[src/rtl/prog_loader.sv]
// -----------------------------------------------------------------------------
// prog_loader
//
// Boot-time program loader. Accepts a length-prefixed stream of 32-bit
// instruction words over a valid/ready handshake and writes them to
// consecutive instruction-memory word addresses. When the load completes it
// releases the processor core through cpu_run.
//
// Stream format: one length word N, then N data words. With the
// PROG_LOADER_CHECKSUM_EN macro defined, one more word follows. That word must
// equal the XOR of the length word and every data word.
//
// Optional feature macro: PROG_LOADER_CHECKSUM_EN (undefined by default).
//
// Ports
//   clk          : system clock, rising edge
//   reset_n      : asynchronous active-low reset
//   start        : single-cycle request to begin a load
//   in_valid     : stream word present
//   in_data      : stream word
//   in_ready     : loader accepts a word this cycle
//   mem_we       : instruction-memory write strobe (one cycle per word)
//   mem_addr     : write word address
//   mem_wdata    : write data
//   cpu_run      : high releases the core
//   busy         : load in progress
//   error        : load failed; the core is held
//   loaded_count : words written in the current or last load
// -----------------------------------------------------------------------------
module prog_loader #(
    parameter int ADDR_WIDTH = 10,
    parameter int BASE_ADDR  = 0,
    parameter int MAX_WORDS  = 1024
) (
    input  logic                  clk,
    input  logic                  reset_n,
    input  logic                  start,
    input  logic                  in_valid,
    input  logic [31:0]           in_data,
    output logic                  in_ready,
    output logic                  mem_we,
    output logic [ADDR_WIDTH-1:0] mem_addr,
    output logic [31:0]           mem_wdata,
    output logic                  cpu_run,
    output logic                  busy,
    output logic                  error,
    output logic [15:0]           loaded_count
);

    typedef enum logic [2:0] {
        ST_IDLE = 3'd0,
        ST_HDR  = 3'd1,
        ST_LOAD = 3'd2,
        ST_CHK  = 3'd3,
        ST_RUN  = 3'd4,
        ST_ERR  = 3'd5
    } state_t;

    // The base address wraps into the address space, like every later address.
    localparam logic [ADDR_WIDTH-1:0] BASE_A  = ADDR_WIDTH'(BASE_ADDR);
    // The length word is compared at its full 32-bit width.
    localparam logic [31:0]           MAX_LEN = 32'(MAX_WORDS);

`ifdef PROG_LOADER_CHECKSUM_EN
    // Fold one stream word into the running checksum.
    function automatic logic [31:0] chk_fold(input logic [31:0] acc,
                                             input logic [31:0] word);
        return acc ^ word;
    endfunction

    logic [31:0]           xor_r;
`endif

    state_t                state_r;
    logic [31:0]           len_r;
    logic [ADDR_WIDTH-1:0] addr_r;
    logic                  accept_s;
    logic                  last_s;

    // A word is consumed only when both sides agree in the same cycle.
    assign accept_s = in_valid && in_ready;
    // True when the word being accepted in LOAD is the N-th data word.
    assign last_s   = (({16'd0, loaded_count} + 32'd1) == len_r);

    // Loader FSM; every output is a register so reset clears it immediately.
    always_ff @(posedge clk or negedge reset_n) begin
        if (!reset_n) begin
            state_r      <= ST_IDLE;
            len_r        <= 32'd0;
            addr_r       <= {ADDR_WIDTH{1'b0}};
            in_ready     <= 1'b0;
            mem_we       <= 1'b0;
            mem_addr     <= {ADDR_WIDTH{1'b0}};
            mem_wdata    <= 32'd0;
            cpu_run      <= 1'b0;
            busy         <= 1'b0;
            error        <= 1'b0;
            loaded_count <= 16'd0;
`ifdef PROG_LOADER_CHECKSUM_EN
            xor_r        <= 32'd0;
`endif
        end else begin
            // The write strobe is a one-cycle pulse after each data accept.
            mem_we <= 1'b0;
            case (state_r)
                ST_IDLE: begin
                    if (start) begin
                        state_r  <= ST_HDR;
                        in_ready <= 1'b1;
                        busy     <= 1'b1;
                    end else begin
                        state_r  <= ST_IDLE;
                    end
                end
                ST_HDR: begin
                    if (accept_s) begin
`ifdef PROG_LOADER_CHECKSUM_EN
                        xor_r <= in_data;
`endif
                        if (in_data > MAX_LEN) begin
                            state_r  <= ST_ERR;
                            error    <= 1'b1;
                            in_ready <= 1'b0;
                            busy     <= 1'b0;
                        end else if (in_data == 32'd0) begin
`ifdef PROG_LOADER_CHECKSUM_EN
                            state_r  <= ST_CHK;
`else
                            // No write to retire, so the core is released now.
                            state_r  <= ST_RUN;
                            cpu_run  <= 1'b1;
                            in_ready <= 1'b0;
                            busy     <= 1'b0;
`endif
                        end else begin
                            state_r      <= ST_LOAD;
                            len_r        <= in_data;
                            addr_r       <= BASE_A;
                            loaded_count <= 16'd0;
                        end
                    end else begin
                        state_r <= ST_HDR;
                    end
                end
                ST_LOAD: begin
                    if (accept_s) begin
                        mem_we       <= 1'b1;
                        mem_addr     <= addr_r;
                        mem_wdata    <= in_data;
                        addr_r       <= addr_r + ADDR_WIDTH'(1);
                        loaded_count <= loaded_count + 16'd1;
`ifdef PROG_LOADER_CHECKSUM_EN
                        xor_r        <= chk_fold(xor_r, in_data);
                        if (last_s) begin
                            state_r <= ST_CHK;
                        end else begin
                            state_r <= ST_LOAD;
                        end
`else
                        // The final write retires in the same cycle cpu_run
                        // rises; busy stays high for that write cycle.
                        if (last_s) begin
                            state_r  <= ST_RUN;
                            cpu_run  <= 1'b1;
                            in_ready <= 1'b0;
                        end else begin
                            state_r  <= ST_LOAD;
                        end
`endif
                    end else begin
                        state_r <= ST_LOAD;
                    end
                end
`ifdef PROG_LOADER_CHECKSUM_EN
                ST_CHK: begin
                    if (accept_s) begin
                        in_ready <= 1'b0;
                        busy     <= 1'b0;
                        if (in_data == xor_r) begin
                            state_r <= ST_RUN;
                            cpu_run <= 1'b1;
                        end else begin
                            state_r <= ST_ERR;
                            error   <= 1'b1;
                        end
                    end else begin
                        state_r <= ST_CHK;
                    end
                end
`endif
                ST_RUN: begin
                    busy <= 1'b0;
                    if (start) begin
                        state_r      <= ST_HDR;
                        cpu_run      <= 1'b0;
                        error        <= 1'b0;
                        loaded_count <= 16'd0;
                        in_ready     <= 1'b1;
                        busy         <= 1'b1;
                    end else begin
                        state_r <= ST_RUN;
                    end
                end
                ST_ERR: begin
                    if (start) begin
                        state_r  <= ST_HDR;
                        error    <= 1'b0;
                        in_ready <= 1'b1;
                        busy     <= 1'b1;
                    end else begin
                        state_r <= ST_ERR;
                    end
                end
                default: begin
                    // Unused encodings recover to a quiet idle.
                    state_r  <= ST_IDLE;
                    in_ready <= 1'b0;
                    cpu_run  <= 1'b0;
                    busy     <= 1'b0;
                    error    <= 1'b0;
                end
            endcase
        end
    end

endmodule

[config.mk]
export PLATFORM = sky130hd
export DESIGN_NAME = prog_loader
export DESIGN_NICKNAME = d
export VERILOG_FILES = /design/src/rtl/prog_loader.sv
export SDC_FILE = /design/constraint.sdc
export NUM_CORES = 1
export LEC_CHECK = 0
export ABC_AREA = 0
export CAP_MARGIN = 20
export CORE_AREA = 2 2 109 111
export CTS_CLUSTER_DIAMETER = 40
export DETAILED_ROUTE_END_ITERATION = 16
export DIE_AREA = 0 0 111 113
export PLACE_DENSITY = 0.81
export SYNTH_ARGS = -nofsm -noshare
export SYNTH_HDL_FRONTEND = slang
export SYNTH_SLANG_ARGS = --single-unit
[constraint.sdc]
create_clock -name clk -period 7 [get_ports clk]
set_clock_uncertainty 0.2 [all_clocks]
set_input_delay 1.4 -clock clk [delete_from_list [all_inputs] [get_ports clk]]
set_output_delay 1.4 -clock clk [all_outputs]
set_load 0.02 [all_outputs]
==> results by group, run 1 <==
Run status
  • Outcome: finished, final reports clean

Detailed routing
  • 1st-pass router iterations: 6
  • Drt wl/cell: 15.7 um
  • Routed WL: 12,500 um
  • Starting DRT DRC Count: between 300 and 400
  • Met2 wire length: 6130 um
  • Top routing layer in use: met4
  • Via/cell ratio: between 5 and 6
  • DR WL met3: approximately 720 um
  • Met1 Routed Length: approximately 5500 um
  • Remaining antenna violation count after routing: 0
  • DRC errors left: 0
  • Total number of vias: approximately 4,400

Die
  • Std-Cell Rows: 39
  • Initial Utilization: between 40% and 50%
  • Core area: 11,300 sq um
  • Total I/O pin count: 99
  • Die W: 111 um
  • DIE AREA: 12,500 sq um
  • Die Span Y: 113 um

Clock tree
  • CTS resizes: 0
  • Clk sinks: 108
  • Worst-Skew Late Latency: 350 ps
  • CTS root buffer: clkbuf_16
  • Htree depth: 3
  • Total CTS buffers: 9
  • CTS clk-pin slew, worst paths: about 80 ps
  • CTS tree: yes
  • Max Root-Sink Buffers: 2
  • Post-CTS Setup Inserts: 0
  • CTS Hold Bufs: 0

Power
  • Tot Pwr: 1.29 mW
  • Max IR drop VDD: approximately 0.14 mV
  • Leakage: 3.00 nW
  • PwrDens: between 200 and 250 nW/um^2

Worst setup path
  • Critical path capture point type: flop
  • Crit-path max cell delay: between 700 and 800 ps
  • Reg2Reg Depth: 8
  • Worst-path cell chain: clkdlybuf4s50_1 -> nor4_1 -> nand4_1 -> nor4b_1 -> nand3_1 -> o21a_1 -> o21ai_0 -> o31ai_1
  • Worst EP arrival: 4690 ps
  • Top delay family on crit path: simple AND/OR/NAND/NOR gates
  • Critical path class: in2reg
  • Reg2Reg Setup Slack: 3760 ps
  • Crit path max fanout: 33
  • Bufs and invs on worst path: 1
  • Reg2Reg Capture Point: state_r[1]
  • Crit start category: primary input
  • Critical path's slowest cell: nand3_1
  • WP depth: 8
  • WP data required: 7010 ps
  • Worst r2r src: loaded_count[0]

Final layout
  • Area growth syn-to-layout: 26.8%
  • Nets: 686
  • ANT cells: 0
  • Share of post-route cells with drive strength above 1: ~4.3%
  • Core Util, Final: 56.8%
  • Layout Cells excl Fill: 796

Worst hold path
  • Worst hold path class: reg2reg
  • Hold Crit Depth: 2
  • Hold endpoint: mem_addr[7]
  • Min-delay src: mem_addr[7]

STA
  • Final hold viol count: 0
  • Min cycle time layout: 4670 ps
  • Setup TNS: 0 ps
  • Pins Over Slew Limit: 0
  • # setup viols final: 0
  • RSZ-0062 raised after global routing: false
  • Worst Max-Slew Pin Slew: between 900 and 1000 ps
  • Relative slew slack: a little under two fifths
  • Fin crit share: 66.8%
  • Fmax achieved: 214 MHz

Global routing
  • Total grt overflow: 0
  • GRT Resource Usage Total: 20.3%
  • Largest net degree at the start of global routing: 77
  • Vias in the first global route: 4,346
  • First-pass GRT wire length: 20,900 um
  • Initial antenna violation count: 0

Synthesis
  • Mapped Cells: 568
  • Synth cell types: 49
  • Ys flop type: dfrtp_1
  • Avg Cell Area, Syn: 8.89 sq um
  • Register area share after synthesis: 53.5%
  • Ys async rst share: 100%
  • Number of synthesized flops with an enable pin: 0
  • Mapped Area: 5050 sq um
  • FF+latch count, synth: 108
  • Synthesis warning total: 0
  • Syn Nets: 606

Place
  • Placed Cells: 780
  • RD Place Congestion: 0.864
  • DP HPWL: 8760 um
  • Number of port buffers: 98

Job
  • Max Cap Viol: 0
## worst max-delay path by stage
stage | endpoint | start | slack [ps]
3_3_place_gp | loaded_count[9] | in_data[20] | 2090
3_5_place_dp | loaded_count[9] | in_data[20] | 1960
5_1_grt | loaded_count[6] | in_data[20] | 1950
2_1_floorplan | addr_r[7] | in_data[11] | 3470
4_1_cts | loaded_count[9] | in_data[20] | 2300
6_report | loaded_count[9] | in_data[20] | 2330
## cell type report
cell class | count | area [sq um]
Clock buffer | 9 | 225
Clock inverter | 7 | 80.1
Fill cell | 968 | 4870
Inverter | 8 | 30.0
Multi-Input combinational cell | 420 | 2190
Sequential cell | 108 | 2700
Tap cell | 143 | 179
Timing Repair Buffer | 101 | 1000
## kinds of logic after synthesis
kind of cell | share of synthesized area [%]
AOI/OAI and AO/OA | 9.96
xor gates and xnor gates | 4.85
adders and majority gates | 0.495
DFF | 53.5
and+or+nand+nor | 27.3
muxes | 0.595
buffers and inverters | 3.29
## cell usage after synthesis (4+ instances only)
library cell  count  area share [%]
nand3_1          13             1.3
clkbuf_1         23             1.7
a21oi_1          12             1.2
dfrtp_1         108              54
o31ai_1           5            0.74
and2_1           26             3.2
a31oi_1           5            0.62
and3_1            6            0.74
nor2_1           27             2.0
nor4_1           12             1.5
nand2_1         193              14
or3_1             4            0.50
xor2_1           12             2.1
buf_2             7            0.69
inv_1             7            0.52
xnor2_1          16             2.8
nand4_1           8            0.99
o21ai_0          38             3.8
## per-stage QoR
| stage | cell area, sq um | hold slack [ps] | setup WS [ps] |
|---|---|---|---|
| 2_1_floorplan | 5050 | 244 | 3470 |
| 3_3_place_gp | 6100 | 258 | 2090 |
| 3_5_place_dp | 6100 | 262 | 1960 |
| 4_1_cts | 6400 | 282 | 2300 |
| 5_1_grt | 6400 | 304 | 1950 |
| 6_report | 6400 | 276 | 2330 |
## flip-flops by register name (all words and copies together) (netlist names), 3 cells and up
signal / count
addr_r: 10
len_r: 32
loaded_count: 16
mem_addr: 10
mem_wdata: 32
state_r: 3
## report_power, final
part	switching, mW	leakage [nW]	total, mW	internal, mW
logic	0.0726	1.36	0.131	0.0582
registers	0.0186	1.48	0.654	0.636
clock network	0.253	0.146	0.507	0.255
total	0.344	3.00	1.29	0.948
## per-layer routing
metal / up-vias / GRT usage, %
met5: - / 0
met4: 0 / 6.67
met3: 17 / 3.80
met2: 175 / 33.9
met1: 2121 / 26.9
li1: 2073 / -
## worst reg2reg max path: cells and delay by family, from the launching register on
kind | cells | cell delay, ps
AND/OR/NAND/NOR | 5 | 1630
AO/OA/AOI/OAI | 2 | 550
flip-flops | 1 | 480
adder cells (fa/ha/maj) | 1 | 280
## placed cells by master (no fill, tap or decap), types with 4 or more instances in the layout
master,count
a31oi_1,5
xnor2_1,16
nand2_1,193
nor4_1,12
and2_1,26
buf_4,4
nand4_1,8
clkdlybuf4s50_1,97
xor2_1,12
dfrtp_1,108
o21ai_0,38
inv_1,7
o31ai_1,5
nor2_1,27
nand3_1,12
a21oi_1,12
clkbuf_16,9
and3_1,6
or3_1,4
Power figures use the tool's default switching activity.
==> run 2, diff against run 1 <==
Clock period 7 ns to 4.9 ns, I/O delays scaled along.
==> run 2 against run 1 <==
  * Setup slack lost 1300 ps
  * Clock-buffer cell count unchanged
  * Highest routed layer unchanged
  * Routed wire length fell by 1.5%
  * Combinational power is 45% higher
  * First-iteration DRC count is 27% higher
  * Hold slack worse by 1.8 ps
  * Critical path type unchanged
==> results by group, run 2 (synthesis gave the netlist of run 1 again) <==
Run status
  • Outcome: finished, final reports clean

Die
  • Std-Cell Rows: 39 (unchanged)
  • Initial Utilization: 44.8% (unchanged)
  • Total I/O pin count: 99 (unchanged)
  • Core area: 11,300 sq um (unchanged)
  • DIE AREA: 12,500 sq um (unchanged)
  • Die W: 111 um (unchanged)
  • Die Span Y: 113 um (unchanged)

Final layout
  • Layout Cells excl Fill: 798 (+0.25%)
  • Commonest non-fill, non-tap cell in the layout: nand2_1
  • Regs by FF count: len_r: 32 flops, mem_wdata: 32 flops, loaded_count: 16 flops
  • Area growth syn-to-layout: 27.6%
  • Most frequent cells in the layout: nand2_1, dfrtp_1, clkdlybuf4s50_1
  • Nets: 688 (+0.29%)
  • Share of post-route cells with drive strength above 1: 4.58% (+0.29 points)
  • Fillers: 974 (+0.62%)
  • ANT cells: 0 (unchanged)

Detailed routing
  • Remaining antenna violation count after routing: 0 (unchanged)
  • DRC errors left: 0 (unchanged)
  • Routed WL: 12,300 um (-1.5%)
  • Via/cell ratio: 5.44 (-1.2%)
  • Starting DRT DRC Count: 381 (+27%)
  • Drt wl/cell: 15.4 um (-1.8%)
  • 1st-pass router iterations: 5 (-1)
  • Total number of vias: 4,345 (-0.93%)

Clock tree
  • Worst-Skew Late Latency: 350 ps (about the same)
  • Clk sinks: 108 (unchanged)
  • Post-CTS Setup Inserts: 0 (unchanged)
  • CTS resizes: 0 (unchanged)
  • Htree depth: 3 (unchanged)
  • CTS tree: yes
  • CTS clk-pin slew, worst paths: 70 ps (about the same)
  • CTS root buffer: clkbuf_16
  • Total CTS buffers: 9 (unchanged)
  • CTS Hold Bufs: 0 (unchanged)
  • Max Root-Sink Buffers: 2 (unchanged)

Power
  • PwrDens: 292 nW/um^2 (+45%)
  • Leakage: 3.02 nW (+0.78%)
  • Max IR drop VDD: 0.168 mV (+21%)
  • Switch share: 25.5% (-1.1 points)
  • Flop pwr share: 49.6% (-1.0 points)
  • Internal: 1.40 mW (+48%)
  • Power share of the clock group: 40.3% (+1.0 points)
  • Logic gate share of total power: 10.1% (about the same)
  • Net Switching: 0.481 mW (+40%)

Worst setup path
  • Critical path class: in2reg
  • Crit path max fanout: 9 (-73%)
  • Critical path capture point type: flop
  • Crit start category: primary input
  • Worst EP arrival: 3920 ps (-770 ps)
  • WP data required: 4960 ps (-2050 ps)

STA
  • Fmax achieved: 259 MHz
  • RSZ-0062 raised after global routing: false
  • Relative slew slack: 47.8% (+10 points)
  • Fin crit share: 78.7%
  • Setup TNS: 0 ps (unchanged)
  • Worst Max-Slew Pin Slew: 776 ps (-158 ps)
  • # setup viols final: 0 (unchanged)
  • Min cycle time layout: 3860 ps
  • Pins Over Slew Limit: 0 (unchanged)
  • Final hold viol count: 0 (unchanged)

Job
  • Max Cap Viol: 0 (unchanged)

Place
  • RD Place Congestion: 0.921 (+6.6%)
  • Placed Cells: 781 (+0.13%)
  • Number of port buffers: 98 (unchanged)
  • DP HPWL: 8750 um (-0.11%)

Global routing
  • Met2 Track Usage GR: 33.1% (-0.86 points)
  • Initial antenna violation count: 0 (unchanged)
  • First-pass GRT wire length: 20,300 um (-2.8%)
  • Vias in the first global route: 4,196 (-3.5%)
  • M1 GR Usage: 26.3% (-0.60 points)
  • Met3 Resource Use GR: 2.62% (-1.2 points)
  • GRT Resource Usage Total: 19.6% (-0.65 points)
  • Largest net degree at the start of global routing: 80 (+3.9%)
  • Gr busiest metal: met2
  • Total grt overflow: 0 (unchanged)

Worst hold path
  • Worst hold path class: reg2reg
[run 2: layout make-up]
cell class              instances  area, sq um  share of cell area, %
clock buffers                   9          225                   3.49
well taps                     143          179                   2.78
clock inverters                 7         92.6                   1.44
repair buffers                103         1030                   16.0
multi-input cells             420         2190                   33.9
inverters                       8         30.0                  0.466
flip-flops and latches        108         2700                   41.9
[run 2: worst paths after layout]
path,from,slack [ps],endpoint,depth (start not counted)
max in group asynchronous,reset_n,3090,mem_wdata[22],3
worst min-delay path,mem_wdata[10],270,mem_wdata[10],2
worst max register to register,loaded_count[0],1720,state_r[1],8
worst max-delay path,in_data[16],1040,addr_r[7],8
worst min register to register,mem_wdata[10],270,mem_wdata[10],2
min in group asynchronous,reset_n,380,loaded_count[0],1
[run 2: layer usage]
metal | vias to the layer above | share of wire, %
li1 | 2066 | -
met1 | 2109 | 44
met2 | 153 | 50
met3 | 17 | 5.3
met4 | 0 | 1.4
met5 | - | 0
[run 2: critical path, cell delays in order]
cell             delay, ps
clkdlybuf4s50_1        430
nor4_1                 390
nand4_1                240
nor4b_1                580
and2_1                 410
o21ai_0                270
or3_1                  450
a21oi_1                160
[run 2: power by group through the flow]
stage	Clock [mW]	Sequential (mW)	Combinational (mW)
after floorplan	0	0.957	0.0804
after global placement	0	0.950	0.182
after detailed placement	0	0.951	0.190
after CTS	0.775	0.934	0.189
after global routing	0.812	0.939	0.208
final	0.760	0.934	0.190
[run 2: per-stage QoR]
| step | power [mW] | cell area [sq um] | hold slack, ps | worst slack [ps] | utilization [%] |
|---|---|---|---|---|---|
| 2_1_floorplan | 1.04 | 5050 | 244 | 1790 | - |
| 3_3_place_gp | 1.13 | 6110 | 258 | 930 | 54.2 |
| 3_5_place_dp | 1.14 | 6110 | 262 | 766 | 54.2 |
| 4_1_cts | 1.90 | 6420 | 280 | 1110 | 57.0 |
| 5_1_grt | 1.96 | 6440 | 308 | 914 | 57.2 |
| 6_report | 1.88 | 6440 | 274 | 1040 | 57.2 |
==> run 3, diff against run 2 <==
Clock period 4.9 ns to 4.05 ns, I/O delays scaled along.
==> run 3 against run 2 <==
  * Die area unchanged
  * Critical path type unchanged
  * Non-clock buffer count grew 1
  * Via count down 0.53%
  * Sequential share of layout area is essentially flat
  * Clock power up 23%
  * Core utilization about the same
  * Hold slack gained 0.66 ps
==> results by group, run 3 (synthesis gave the netlist of run 1 again) <==
STA
  • Worst Max-Slew Pin Slew: 772 ps (-3.29 ps)
  • Final worst setup slack: 638 ps (-404 ps)
  • Relative slew slack: 48.0% (+0.22 points)
  • Min cycle time layout: 3410 ps
  • Final hold viol count: 0 (unchanged)
  • Setup TNS: 0 ps (unchanged)
  • Fin crit share: between 80% and 90%
  • RSZ-0062 raised after global routing: false
  • # setup viols final: 0 (unchanged)
  • Pins Over Slew Limit: 0 (unchanged)
  • Fmax achieved: 293 MHz

Final layout
  • Regs by FF count: len_r: 32 flops, mem_wdata: 32 flops, loaded_count: 16 flops
  • Nets: 689 (+0.15%)
  • Multi-input logic area: 2190 sq um (unchanged)
  • ANT cells: 0 (unchanged)
  • Reg area: 2700 sq um (unchanged)
  • Commonest non-fill, non-tap cell in the layout: nand2_1
  • Most frequent cells in the layout: nand2_1, dfrtp_1, clkdlybuf4s50_1
  • Share of post-route cells with drive strength above 1: 4.27% (-0.31 points)
  • Fillers: 962 (-1.2%)
  • Area growth syn-to-layout: 27.5% (about the same)

Detailed routing
  • DRC errors left: 0 (unchanged)
  • 1st-pass router iterations: 5 (unchanged)
  • Via/cell ratio: 5.41 (-0.65%)
  • Met1 Routed Length: 5440 um (+1.2%)
  • Met2 wire length: 5780 um (-5.3%)
  • Drt wl/cell: 15.2 um (-1.6%)
  • Routed WL: 12,100 um (-1.5%)
  • DR WL met3: 660 um (+1.7%)
  • Starting DRT DRC Count: 367 (-3.7%)
  • Total number of vias: 4,322 (-0.53%)
  • Remaining antenna violation count after routing: 0 (unchanged)
  • Top routing layer in use: met4

Global routing
  • First-pass GRT wire length: 20,500 um (+0.85%)
  • GRT Resource Usage Total: 20.2% (+0.58 points)
  • Vias in the first global route: 4,177 (-0.45%)
  • Total grt overflow: 0 (unchanged)
  • Initial antenna violation count: 0 (unchanged)
  • Largest net degree at the start of global routing: 65 (-19%)

Job
  • Max Cap Viol: 0 (unchanged)

Place
  • RD Place Congestion: 0.887 (-3.7%)
  • Number of port buffers: 98 (unchanged)
  • DP HPWL: 8530 um (-2.5%)
  • Setup slack at placement: 309 ps (-457 ps)

Clock tree
  • CTS clk-pin slew, worst paths: 70 ps (about the same)
  • Max Root-Sink Buffers: 2 (unchanged)
  • Post-CTS Setup Inserts: 0 (unchanged)
  • CTS Hold Bufs: 0 (unchanged)
  • Total CTS buffers: 9 (unchanged)
  • Worst-Skew Late Latency: 350 ps (about the same)
  • CTS root buffer: clkbuf_16
  • CTS tree: yes
  • CTS resizes: 0 (unchanged)
  • Clk sinks: 108 (unchanged)
  • Htree depth: 3 (unchanged)

Die
  • Initial Utilization: 44.8% (unchanged)
  • Core area: 11,300 sq um (unchanged)
  • Die Span Y: 113 um (unchanged)
  • Die W: 111 um (unchanged)
  • Total I/O pin count: 99 (unchanged)
  • DIE AREA: 12,500 sq um (unchanged)
  • Std-Cell Rows: 39 (unchanged)

Worst setup path
  • Worst r2r src: loaded_count[0]
  • Worst EP arrival: 3480 ps (-440 ps)
  • Reg2Reg Depth: 8 (unchanged)
  • Critical path capture point type: flop
  • Reg2Reg Setup Slack: 920 ps (-800 ps)
  • WP data required: 4120 ps (-840 ps)
  • Crit. Startpoint: in_data[20]
  • Crit start category: primary input
  • Crit path max fanout: 6 (-3)
  • Critical path class: in2reg

Power
  • PwrDens: 357 nW/um^2 (+22%)
  • Leakage: 3.02 nW (about the same)
  • Tot Pwr: 2.30 mW (+22%)
  • Max IR drop VDD: 0.218 mV (+30%)

Worst hold path
  • Worst hold path class: reg2reg
  • Hold Crit Depth: 2 (unchanged)
  • Min-delay src: mem_wdata[21]

Run status
  • Outcome: finished, final reports clean
==> run 3: changes by cell type in the layout (fill, tap and decap cells not counted), sizes merged <==
cell    before  now
inv         10    8
buf          6    7
bufinv       1    2
clkbuf       9   13
clkinv       4    1
==> run 3: cell type report <==
class                           count  share of cell area (%)
Multi-Input combinational cell    420                    34.0
Sequential cell                   108                    42.0
Inverter                            8                   0.466
Clock buffer                       13                    3.89
Clock inverter                      3                    1.07
Timing Repair Buffer              104                    15.9
Tap cell                          143                    2.78
==> run 3: critical path, stage by stage <==
cell and delay [ps]:
clkdlybuf4s50_1 420, nor4_1 380, nand4_1 220, nor4b_1 660
and2_1 240, o21ai_0 180, or3_1 430, a21oi_1 140
==> run 3: power by group <==
part / leakage [nW] / total (mW) / switching [mW] / internal [mW]
clock: 0.154 / 0.938 / 0.376 / 0.562
sequential: 1.48 / 1.13 / 0.0345 / 1.10
combinational: 1.38 / 0.227 / 0.126 / 0.101
total: 3.02 / 2.30 / 0.537 / 1.76
==> run 3: worst paths after layout <==
| kind | to |
|---|---|
| worst max-delay path | addr_r[9] |
| worst min-delay path | mem_wdata[21] |
| worst max register to register | state_r[1] |
| worst min register to register | mem_wdata[21] |
| max in group asynchronous | len_r[12] |
| min in group asynchronous | loaded_count[0] |
==> run 3: per-layer routing <==
layer / up-vias / GRT usage (%)
li1: 2068 / -
met1: 2064 / 27.2
met2: 166 / 32.6
met3: 24 / 4.07
met4: 0 / 8.00
met5: - / 0
==> run 3: per-stage QoR <==
step / hold WS (ps) / cell area, sq um / std cells / utilization, %
after global routing: 289 / 6440 / 799 / 57.1
after global placement: 258 / 6120 / 783 / 54.3
final: 275 / 6440 / 799 / 57.1
after floorplan: 244 / 5050 / 568 / -
after CTS: 278 / 6440 / 799 / 57.1
after detailed placement: 261 / 6120 / 783 / 54.3
